File: src/rtl/cache_arbiter.sv
// Round-robin arbiter between the I-cache and the D-cache for the single physical-memory port.
// One full-line transaction at a time. Each transaction is followed by one quiet recovery cycle.
//
// state   | meaning
// --------+------------------------------------------------------------
// IDLE    | no transaction; grant on any request
// SERVE_I | pmem command driven from the latched I-cache request
// SERVE_D | pmem command driven from the latched D-cache request
// RECOVER | one quiet cycle so the served cache can drop its request
module cache_arbiter #(
  parameter int ADDR_W = 16,
  parameter int LINE_W = 128
) (
  input  logic              clk,
  input  logic              rst_n,
  input  logic              i_arb_mem_read,
  input  logic [ADDR_W-1:0] i_arb_mem_address,
  output logic [LINE_W-1:0] i_arb_mem_rdata,
  output logic              i_arb_mem_resp,
  input  logic              d_arb_mem_read,
  input  logic              d_arb_mem_write,
  input  logic [ADDR_W-1:0] d_arb_mem_address,
  input  logic [LINE_W-1:0] d_arb_mem_wdata,
  output logic [LINE_W-1:0] d_arb_mem_rdata,
  output logic              d_arb_mem_resp,
  output logic              pmem_read,
  output logic              pmem_write,
  output logic [ADDR_W-1:0] pmem_address,
  output logic [LINE_W-1:0] pmem_wdata,
  input  logic [LINE_W-1:0] pmem_rdata,
  input  logic              pmem_resp
);

  typedef enum logic [1:0] {IDLE, SERVE_I, SERVE_D, RECOVER} state_t;

  state_t            state, state_nx;
  logic              last_grant, last_grant_nx;
  logic [ADDR_W-1:0] req_addr, req_addr_nx;
  logic [LINE_W-1:0] req_wdata, req_wdata_nx;
  logic              req_write, req_write_nx;
  logic              i_req, d_req, grant_d;

  assign i_req = i_arb_mem_read;
  assign d_req = d_arb_mem_read | d_arb_mem_write;

  assign i_arb_mem_rdata = pmem_rdata;
  assign d_arb_mem_rdata = pmem_rdata;

  always_ff @(posedge clk) begin
    if (!rst_n) begin
      state      <= IDLE;
      last_grant <= 1'b0;
      req_addr   <= '0;
      req_wdata  <= '0;
      req_write  <= 1'b0;
    end else begin
      state      <= state_nx;
      last_grant <= last_grant_nx;
      req_addr   <= req_addr_nx;
      req_wdata  <= req_wdata_nx;
      req_write  <= req_write_nx;
    end
  end

  always_comb begin
    state_nx       = state;
    last_grant_nx  = last_grant;
    req_addr_nx    = req_addr;
    req_wdata_nx   = req_wdata;
    req_write_nx   = req_write;
    grant_d        = 1'b0;
    pmem_read      = 1'b0;
    pmem_write     = 1'b0;
    pmem_address   = '0;
    pmem_wdata     = '0;
    i_arb_mem_resp = 1'b0;
    d_arb_mem_resp = 1'b0;
    case (state)
      IDLE: begin
        if (i_req || d_req) begin
          // On contention D wins unless D was the previous grant.
          grant_d       = d_req && (!i_req || !last_grant);
          last_grant_nx = grant_d;
          if (grant_d) begin
            state_nx     = SERVE_D;
            req_addr_nx  = d_arb_mem_address;
            req_wdata_nx = d_arb_mem_wdata;
            req_write_nx = d_arb_mem_write;
          end else begin
            state_nx     = SERVE_I;
            req_addr_nx  = i_arb_mem_address;
            req_wdata_nx = '0;
            req_write_nx = 1'b0;
          end
        end
      end
      SERVE_I, SERVE_D: begin
        pmem_read    = !req_write;
        pmem_write   = req_write;
        pmem_address = req_addr;
        pmem_wdata   = req_wdata;
        if (pmem_resp) begin
          i_arb_mem_resp = (state == SERVE_I);
          d_arb_mem_resp = (state == SERVE_D);
          state_nx       = RECOVER;
        end
      end
      RECOVER: state_nx = IDLE;
      default: state_nx = IDLE;
    endcase
  end

endmodule

File: config.mk
export PLATFORM = sky130hd
export DESIGN_NAME = cache_arbiter
export DESIGN_NICKNAME = d
export VERILOG_FILES = /design/src/rtl/cache_arbiter.sv
export SDC_FILE = /design/constraint.sdc
export NUM_CORES = 1
export LEC_CHECK = 0
export CORE_AREA = 2 2 269 271
export CTS_CLUSTER_SIZE = 14
export DETAILED_ROUTE_END_ITERATION = 12
export DIE_AREA = 0 0 271 273
export DONT_BUFFER_PORTS = 1
export GPL_TIMING_DRIVEN = 0
export HOLD_SLACK_MARGIN = 0.05
export PLACE_DENSITY_LB_ADDON = 0.2
export SLEW_MARGIN = 20
export SYNTH_ARGS = -nofsm -noshare
export SYNTH_HDL_FRONTEND = slang
export SYNTH_SLANG_ARGS = --single-unit
export TNS_END_PERCENT = 50
File: constraint.sdc
create_clock -name clk -period 2.05 [get_ports clk]
set_input_delay 0.615 -clock clk [delete_from_list [all_inputs] [get_ports clk]]
set_output_delay 0.615 -clock clk [all_outputs]
set_load 0.02 [all_outputs]
==> flow_metrics.env <==
export IMPL_vias=6874
export IMPL_synth_area_leaders="dfxtp_1, buf_4, a32oi_1, and2_1, nor2b_1"
export IMPL_crit_type="reg -> out"
export IMPL_synthCells=959
export IMPL_cts_num_sinks=148
export IMPL_cp_arrival_ns=1.81
export IMPL_place_area_um2=9853
export IMPL_cp_required_ns=1.43
export IMPL_ys_types=27
export IMPL_finalHoldViolCount=0
export IMPL_end_kind="primary output"
export IMPL_slew_viol_final=0
export IMPL_status="complete, but fails checks"
export IMPL_synth_top_cell_by_area="dfxtp_1"
export IMPL_rrSetupSlack_ns=0.13
export IMPL_crit_end="pmem_wdata[120]"
export IMPL_fillers=7989
export IMPL_firstDrtPassIters=4
export IMPL_ys_seq_elements=148
export IMPL_setup_tns_ns=-45.58
export IMPL_synth_edf_count=0
export IMPL_timing_rr_end="state[1]"
export IMPL_ant_nets=0
export IMPL_drt_first_iter_violations=278
export IMPL_totalWireLength_um=43070
export IMPL_nets=1285
export IMPL_area_growth_synth_to_final_pct=28.30
export IMPL_clock_latency_ns=0.45
export IMPL_rsz0062_at_grt="true"
export IMPL_crit_fanout=10
export IMPL_finish_utilization_pct=15.65
export IMPL_synth_nets=1256
export IMPL_worstMarginPinSlew_ns=0.7245
export IMPL_gp_congestion=0.8583
export IMPL_powerDensity_nw_per_um2=1398
export IMPL_setup_ws_ns=-0.3731
export IMPL_htreeDepth=4
export IMPL_reg2regPathDepth=7
export IMPL_io_buffer_count=0
export IMPL_grt_pass1_vias=6900
export IMPL_antenna_found_initial=13
export IMPL_startpoint="state[1]"
export IMPL_drc_errors=0
export IMPL_regToRegStartpoint="state[0]"
export IMPL_coreArea_um2=71000
export IMPL_drive_above_1_share_pct=50.40
export IMPL_power_total_mw=15.54
export IMPL_synth_top_area_share_pct=34.20
export IMPL_clock_skew_ns=0.009991
export IMPL_root_buffer="clkbuf_16"
export IMPL_setup_viol=147
export IMPL_clk_path_buf_depth=2
export IMPL_cap_violations=0
export IMPL_ir_drop_mv=0.5682
export IMPL_async_flop_share_pct=0
export IMPL_die_h_um=273
export IMPL_placementRows=98
export IMPL_overflow=0
export IMPL_io_pins=698
export IMPL_initial_core_util_pct=12.20
export IMPL_power_leakage_nw=4.338
export IMPL_critPathLaunchType="flip-flop"
export IMPL_hold_buffers=0
export IMPL_grt_max_degree=17
export IMPL_ys_flop_type="dfxtp_1"
export IMPL_fin_crit_ns=2.423
export IMPL_numCtsBuffers=17
export IMPL_cts_tree="built"
export IMPL_synthesis_area_um2=8662
export IMPL_fmax_mhz=412.7
export IMPL_wl_per_cell_um=22.01
export IMPL_routed_via_density=3.513
export IMPL_dp_hpwl_um=35050
export IMPL_hold_path_class="in -> reg"
export IMPL_relSlewSlack_pct=51.70
export IMPL_clk_pin_slew_ns=0.07
export IMPL_die_area_um2=73980
export IMPL_violations="setup timing"
export IMPL_chipWidth_um=271
export IMPL_period_share_pct=118.2
export IMPL_yosysWarnings=0
export IMPL_grt_pass1_wl_um=56440
export IMPL_fin_area_um2=11110
export IMPL_grt_usage_pct=10.93
export IMPL_avgSynthCellArea_um2=9.032
export IMPL_synth_seq_area_share_pct=34.20
state kept, by name (all words and copies together), names as in the netlist:
register    cells
last_grant      1
req_addr       16
req_wdata     128
req_write       1
state           2
worst max-delay path, stage by stage (launching register included):
cell and delay, ns:
dfxtp_2 0.34, inv_2 0.05, ha_4 0.34, clkbuf_8 0.20, clkbuf_8 0.20, and2_4 0.21
Yosys cell counts (all sizes together) (2+ instances only):
library cell,n
and2,146
a21boi,2
mux2i,16
nor2b,131
dfxtp,148
o21ai,16
a21oi,17
inv,3
a32oi,129
ha,3
clkbuf,46
buf,290
nand2,2
layout make-up:
| cell class | count | area [um^2] | area share (%) |
|---|---|---|---|
| well taps | 950 | 1189 | 10.70 |
| diodes | 7 | 17.52 | 0.1576 |
| multi-input cells | 472 | 3670 | 33.02 |
| clock buffers | 19 | 442.9 | 3.986 |
| repair buffers | 10 | 101.3 | 0.9120 |
| flip-flops and latches | 148 | 2965 | 26.68 |
| inverters | 3 | 11.26 | 0.1013 |
| plain buffers | 336 | 2561 | 23.05 |
| clock inverters | 12 | 155.1 | 1.396 |
worst min path at each step:
stage | slack, ns | endpoint | start | depth (start not counted)
2_1_floorplan | 0.46 | state[0] | state[0] | 2
3_3_place_gp | 0.48 | req_wdata[98] | req_wdata[98] | 2
3_5_place_dp | 0.49 | req_wdata[42] | req_wdata[42] | 2
4_1_cts | 0.31 | req_wdata[96] | d_arb_mem_wdata[96] | 2
5_1_grt | 0.32 | req_wdata[16] | d_arb_mem_wdata[16] | 2
6_report | 0.36 | req_wdata[16] | d_arb_mem_wdata[16] | 2
kinds of logic after synthesis:
group | share of synthesized area [%]
flops | 34.20
buf+inv | 27.10
fa+ha+maj | 0.4334
compound gates | 16.02
simple gates | 20.27
mux | 1.979
where the power goes:
part / switching, mW / internal [mW] / leakage, nW
Clock: 1.40 / 1.94 / 0.290
Combinational: 5.02 / 3.23 / 2.83
Sequential: 0.361 / 3.58 / 1.22
Total: 6.78 / 8.75 / 4.34
layer usage:
| metal | vias up | GRT usage (%) | wire [um] |
|---|---|---|---|
| met3 | 35 | 4.376 | 3490 |
| met1 | 3340 | 10.85 | 15040 |
| met2 | 384 | 20.94 | 23850 |
| met4 | 14 | 2.850 | 604 |
| li1 | 3101 | - | - |
| met5 | - | 0 | 84 |
repair_timing:
item | 4_1_cts | 5_1_grt
gates cloned | 4 | 0
setup endpoints to repair | 216 | 189
pin swaps | 5 | 1
resized for setup | 294 | 11
setup buffers | 5 | 1
cells in the final DEF, fill, tap and decap left out, drive strengths merged, types with 2 or more instances in the layout:
cell type	Yosys	routed
clkinvlp	0	2
a21boi	2	2
bufinv	0	3
a32oi	129	129
nor2b	131	131
o21ai	16	16
clkinv	0	5
buf	290	296
inv	3	5
nand2	2	2
and2	146	146
ha	3	3
clkbuf	46	69
dfxtp	148	148
a21oi	17	17
diode	0	7
mux2i	16	16
metrics by stage:
stage,hold WS (ns),setup slack [ns],instances
floorplan,0.4634,0.01550,959
global placement,0.4816,-0.8413,1909
detailed placement,0.4886,-0.9335,1909
CTS,0.3118,-0.4574,1949
global route,0.3221,-0.4851,1952
finish,0.3563,-0.3731,1957
No activity file was read; power rests on OpenSTA's default activity.
